--- src/rtl/seq_div_32.sv ---
// Multi-cycle unsigned restoring divider: one quotient bit per clock, start/done handshake.
// Quotient, remainder and div_by_zero are registered and hold until the next done pulse.
module seq_div_32 #(
    parameter int WIDTH = 32
) (
    input  logic             clk,
    input  logic             rst_n,
    input  logic             start,
    input  logic [WIDTH-1:0] dividend,
    input  logic [WIDTH-1:0] divisor,
    output logic             busy,
    output logic             done,
    output logic [WIDTH-1:0] quotient,
    output logic [WIDTH-1:0] remainder,
    output logic             div_by_zero
);

    localparam int CW = $clog2(WIDTH);

    // ZERO is the single wait cycle of the divide-by-zero path before DONE.
    typedef enum logic [1:0] {
        IDLE,
        RUN,
        DONE,
        ZERO
    } state_t;

    state_t           state;
    logic [CW-1:0]    count;
    logic [WIDTH-1:0] q_reg;
    logic [WIDTH-1:0] d_reg;
    logic [WIDTH-1:0] r_reg;

    logic [WIDTH:0]   r_shift;
    logic [WIDTH:0]   trial;
    logic             q_bit;
    logic [WIDTH-1:0] r_step;
    logic [WIDTH-1:0] q_step;

    // NOTE: every always_comb output gets a value on every path, so no latch can be inferred.
    always_comb begin
        r_shift = {r_reg, q_reg[WIDTH-1]};
        trial   = r_shift - {1'b0, d_reg};
        q_bit   = ~trial[WIDTH];
        r_step  = q_bit ? trial[WIDTH-1:0] : r_shift[WIDTH-1:0];
        q_step  = {q_reg[WIDTH-2:0], q_bit};
    end

    // NOTE: sequential state uses non-blocking assignments so all registers update together.
    always_ff @(posedge clk or negedge rst_n) begin
        if (!rst_n) begin
            state       <= IDLE;
            count       <= '0;
            q_reg       <= '0;
            d_reg       <= '0;
            r_reg       <= '0;
            busy        <= 1'b0;
            done        <= 1'b0;
            quotient    <= '0;
            remainder   <= '0;
            div_by_zero <= 1'b0;
        end else begin
            done <= 1'b0;
            case (state)
                IDLE, DONE: begin
                    state <= IDLE;
                    if (start) begin
                        q_reg <= dividend;
                        d_reg <= divisor;
                        r_reg <= '0;
                        if (divisor == '0) begin
                            state <= ZERO;
                        end else begin
                            state       <= RUN;
                            busy        <= 1'b1;
                            count       <= CW'(WIDTH - 1);
                            div_by_zero <= 1'b0;
                        end
                    end
                end
                RUN: begin
                    q_reg <= q_step;
                    r_reg <= r_step;
                    if (count == '0) begin
                        state     <= DONE;
                        busy      <= 1'b0;
                        done      <= 1'b1;
                        quotient  <= q_step;
                        remainder <= r_step;
                    end else begin
                        count <= count - CW'(1);
                    end
                end
                ZERO: begin
                    state       <= DONE;
                    done        <= 1'b1;
                    quotient    <= '1;
                    remainder   <= q_reg;
                    div_by_zero <= 1'b1;
                end
                default: state <= IDLE;
            endcase
        end
    end

endmodule

--- config.mk ---
export PLATFORM = sky130hd
export DESIGN_NAME = seq_div_32
export DESIGN_NICKNAME = d
export VERILOG_FILES = /design/src/rtl/seq_div_32.sv
export SDC_FILE = /design/constraint.sdc
export NUM_CORES = 1
export LEC_CHECK = 0
export CAP_MARGIN = 40
export CORE_ASPECT_RATIO = 1.1
export CORE_MARGIN = 1.5
export CORE_UTILIZATION = 45
export CTS_CLUSTER_SIZE = 30
export DETAILED_ROUTE_END_ITERATION = 8
export PLACE_DENSITY_LB_ADDON = 0.3
export SETUP_SLACK_MARGIN = 0.5
export SLEW_MARGIN = 20
export SYNTH_ARGS = -nofsm -noshare
export SYNTH_HDL_FRONTEND = slang
export SYNTH_SLANG_ARGS = --single-unit
--- constraint.sdc ---
create_clock -name clk -period 5.3 [get_ports clk]
set_input_delay 1.59 -clock clk [delete_from_list [all_inputs] [get_ports clk]]
set_output_delay 1.59 -clock clk [all_outputs]
set_load 0.02 [all_outputs]
; ---- After elaboration in Yosys (flattened, before gate mapping)
; Index checks and enable logic that the tools add are counted.
[totals]
regBits = 170
latch_bits = 0
mem_bits_rw = 0
romBits = 0
input_bits = 67
output_inout_bits = 67
elab_cells = 59
n_memories = 0
[classes]
add_sub_neg = 2
multipliers = 0
div_mod_pow = 0
order_cmp = 0
eq_ne = 7
shift = 0
n_mux = 26
bitwise = 1
n_reduce_logical = 13
[ops]
columns = cell, count
row1 = 32-bit case mux with 2 select lines, 4
row2 = 32-bit two-way mux, 5
row3 = 33-bit by 32-bit subtractor with 33-bit output, 1
row4 = 32-bit logical NOT, 1
row5 = 5-bit two-way mux, 3
row6 = 5-bit case mux with 2 select lines, 1
row7 = "2-bit != test, second input constant", 4
row8 = 4-bit AND reduction, 2
row9 = 1-bit two-way mux, 6
row10 = 2-bit two-way mux, 3
row11 = 1-bit case mux with 2 select lines, 3
row12 = 2-bit case mux with 3 select lines, 1
row13 = 2-bit AND reduction, 3
row14 = 2-bit nonzero test, 3
row15 = 5-bit logical NOT, 1
row16 = "5-bit by 1-bit subtractor with 5-bit output, second input constant", 1
row17 = "2-bit == test, second input constant", 2
row18 = 3-bit AND reduction, 1
row19 = "2-bit by 1-bit == test with 1-bit output, second input constant", 1
row20 = 2-bit logical NOT, 1
row21 = 2-bit OR reduction, 1
row22 = 1-bit NOT, 1

; ---- Longest topological paths before layout
[logic_depth]
word_depth = 4
mapped_depth = 13

; ---- Worst setup path after synthesis
; No wires, ideal clock.
[synth_path]
path_kind = register -> register
start = register q_reg[31]
end = register remainder[6]
arrival_time_ns = 3.285
t_required_ns = 5.148
path_slack_ns = 1.862
path_stages_with_launch = 14
path_buffers = 1
synth_period_minus_slack_ns = 3.438
path_cell_list = dfrtp_1 > inv_1 > ha_1 > fa_1 > nand2b_1 > a21oi_2 > o41a_2 > a41oi_2 > o31a_1 > o41ai_4 > xor2_2 > buf_6 > mux2i_1 > a21oi_1
[synth_between]
elab_chain_len = 4
[synth_lines]
columns = element, line
row1 = from (decl), 30  ; logic [WIDTH-1:0] q_reg;
row2 = from (signal assigned), 68  ; q_reg <= dividend;
row3 = from (signal assigned), 82  ; q_reg <= q_step;
row4 = 33-bit by 32-bit subtractor with 33-bit output, 43  ; trial = r_shift - {1'b0, d_reg};
row5 = 32-bit two-way mux, 45  ; r_step = q_bit ? trial[WIDTH-1:0] : r_shift[WIDTH-1:0];
row6 = 32-bit two-way mux, 84  ; if (count == '0) begin
row7 = 32-bit case mux with 2 select lines, 64  ; case (state)
row8 = to (signal assigned), 89  ; remainder <= r_step;
row9 = to (signal assigned), 98  ; remainder <= q_reg;
row10 = to (decl), 14  ; output logic [WIDTH-1:0] remainder,
; Every way passes these cells. The select of a mux whose other input is x is not followed.
; A chain may end at the register's enable or synchronous reset.

; ---- Worst setup path in the final report
[layout_path]
start = register q_reg[31]
end = register r_reg[1]
[layout_between]
elab_chain_len = 3
[layout_lines]
columns = element, line
row1 = 33-bit by 32-bit subtractor with 33-bit output, 43
row2 = 32-bit two-way mux, 45
row3 = 32-bit case mux with 2 select lines, 64
row4 = to (signal assigned), 83  ; r_reg <= r_step;
row5 = to (decl), 32  ; logic [WIDTH-1:0] r_reg;
; Every way passes these cells.

==> flow_metrics.tcl <==
set metrics [dict create \
    path_max_fanout 18 \
    outcome "finished clean" \
    synthAdderAreaFrac_pct 4.868 \
    critPathBufInv 2 \
    ys_seq_elements 170 \
    cts.path.max_buffers 2 \
    clk_pin_slew_ns 0.06 \
    vias_per_cell 5.686 \
    cts_max_level 4 \
    ys_async_sr_fraction_pct 100.0 \
    drc 0 \
    die_y_um 150.4 \
    maxCapViolCount 0 \
    wl_per_cell_um 18.18 \
    drt_iter0_drc 657 \
    fin_cells 1336 \
    hp-class "reg2reg" \
    crit_family "compound AO/OA/AOI/OAI gates" \
    fill_cells 1709 \
    initial_utilization_pct 46.25 \
    synth-xor-area-share_pct 2.743 \
    yosys.area.top_type "dfrtp_1" \
    cts-buffers-inserted 17 \
    numPlacedInstances 1306 \
    grt.total_usage_pct 24.33 \
    antenna_found_initial 0 \
    rsz0062_at_grt "no" \
    maxSlewViolCount 0 \
    worstSetupEndpointType "flop" \
    muxShareOfSynthArea_pct 3.897 \
    arrival_ns 4.54 \
    cp.required_ns 5.63 \
    slew-limit-headroom_pct 44.99 \
    die_w_um 137.0 \
    clkLatencyLatePin_ns 0.43 \
    dp_slack_ns 1.089 \
    setup_tns_ns 0 \
    port_buffers 133 \
    fin_nets 1179 \
    grt_max_degree 85 \
    setup_ws_ns 1.094 \
    synthTopCellsByArea "dfrtp_1 (48%), nand2_1 (7.0%), ha_1 (4.6%), o21ai_0 (3.6%), a21oi_1 (3.3%)" \
    path_cells "inv_1 > ha_1 > fa_1 > nand2b_1 > a21oi_2 > o41a_2 > a41oi_2 > o31a_1 > o41ai_4 > xor2_4 > buf_4 > mux2_2 > o21ai_0" \
    root_buffer "clkbuf_16" \
    netlist_area_um2 8894 \
    yosysWarningCount 0 \
    finalHoldViolations 0 \
    routed_wl_um 24280 \
    cts_tree "done" \
    post_cts_buffers 0 \
    gp_congestion 0.8795 \
    tightest_slew_ns 0.8252 \
    avgSynthCellArea_um2 9.140 \
    cpMaxStageDelayCell "xor2_4" \
    drt_first_pass_iters 5 \
    post_cts_resized 0 \
    synth-compound-area-share_pct 21.41 \
    hpwl_um 17540 \
    setup_viol 0 \
    num_rows 53 \
    fmax_ghz 0.2378 \
    synthCells 973 \
    finClkSkew_ns 0.01018 \
    antenna_cells 0 \
    grt.overflow.total 0 \
    syn_to_final_growth_pct 24.03 \
    route.vias.total 7596 \
    period_share_pct 79.36 \
    drive_gt1_share_pct 5.693 \
    synth.top_cell.area_share_pct 47.83 \
    ys.flop_type "dfrtp_1" \
    fp.coreArea_um2 19230 \
    cts_sinks 170 \
    slowest_delay_ns 0.59 \
    ant_nets 0 \
    die-area_um2 20620 \
    grt_pass1_vias 7090 \
    synth-edff-count 0 \
    ys_types 54 \
    synth_nets 1074 \
    cts_hold_buffers 0 \
    yosys.area_share.simple_pct 14.34 \
    io_pins 134 \
    grt_first_pass_wirelength_um 38720 \
    cp-start-kind "flop" \
    synth_top_family_by_area "compound AO/OA/AOI/OAI gates" \
    min_period_ns 4.206 \
    crit_type "reg2reg" \
    ys_seq_area_share_pct 47.83 \
]
## layout make-up
| cell class | instances | area (um2) | share of cell area (%) |
|---|---|---|---|
| Sequential cell | 170 | 4254 | 38.57 |
| Multi-Input combinational cell | 693 | 4229 | 38.34 |
| Timing Repair Buffer | 147 | 1485 | 13.46 |
| Clock buffer | 17 | 425.4 | 3.857 |
| Tap cell | 247 | 309.0 | 2.802 |
| Inverter | 49 | 183.9 | 1.667 |
| Clock inverter | 13 | 143.9 | 1.304 |
## worst min-delay path: stages, from the launching register on
cell	delay (ns)
dfrtp_1	0.35
nand2_1	0.05
nand2_1	0.06
## final timing paths
kind	startpoint	to	slack [ns]	cells after the start
max	q_reg[31]	r_reg[1]	1.09	13
min	d_reg[0]	d_reg[0]	0.49	2
max reg2reg	q_reg[31]	r_reg[1]	1.09	13
min reg2reg	d_reg[0]	d_reg[0]	0.49	2
max in group asynchronous	rst_n	d_reg[14]	3.15	3
min in group asynchronous	rst_n	done	1.02	1
## Yosys cell counts (2+ instances only)
library cell  count
o311ai_0          2
ha_1             33
a21o_1           12
nand4_1           9
o21bai_1          3
nand2b_1          5
o31ai_1           3
o21ai_0          64
a22oi_1           8
dfrtp_1         170
and2_1            8
o221ai_1          2
a211oi_1          4
xnor2_1          19
inv_1            49
o211ai_1          2
mux2i_1          29
or3b_2            2
clkbuf_1         51
nor2_1           64
buf_1             6
a31oi_1          37
nor3_1            3
o21ai_1          28
and4b_1           2
nor4_1           11
o22a_1           32
xor2_1            7
or3_1             2
mux2_2            5
nand3_1          15
nand2_1         167
nor2b_1           5
o31a_1            3
o22ai_1          25
o21a_1            8
a21oi_1          58
and3_1            2
buf_6             3
## stage by stage
stage          area [um2]  hold slack [ns]  util (%)
3_5_place_dp        10460           0.4834     54.40
2_1_floorplan        8894           0.4497         -
4_1_cts             11030           0.4980     57.36
6_report            11030           0.4925     57.36
3_3_place_gp        10390           0.4656     54.03
5_1_grt             11030           0.5135     57.36
## logic make-up (layout without fill, tap and decap cells)
family / Yosys count / in the layout
AO/OA/AOI/OAI: 301 / 301
AND/OR/NAND/NOR: 297 / 297
flip-flops: 170 / 170
buffers and inverters: 110 / 226
adder cells (fa/ha/maj): 34 / 34
multiplexers: 34 / 34
XOR/XNOR: 27 / 27
## layout by cell type (no fill, tap or decap), types with 4 or more instances in the layout
cell type	count
ha_1	33
and2_1	8
o21a_1	8
clkbuf_16	17
a31oi_1	37
dfrtp_1	170
xnor2_1	19
xor2_1	7
nand4_1	9
a211oi_1	4
mux2_2	5
a21oi_1	58
o21ai_0	64
nand3_1	15
mux2i_1	29
a22oi_1	8
nor2b_1	4
a21o_1	12
o21ai_1	28
buf_4	11
o22ai_1	25
nor4_1	11
nor2_1	64
inv_1	48
nand2b_1	4
o22a_1	32
clkdlybuf4s50_1	132
nand2_1	167
## metal layers
layer | vias up | track usage (%) | wire length, um | share of wire [%]
li1 | 3671 | - | - | -
met4 | 0 | 6.263 | 289 | 1.2
met1 | 3722 | 36.64 | 11760 | 48
met2 | 183 | 36.13 | 11050 | 45
met3 | 20 | 4.411 | 1189 | 4.9
met5 | - | 0 | 0 | 0
Power is left out: the tool's default activity adds up to more than one toggle a clock period on the data nets, which glitch-free logic cannot reach.
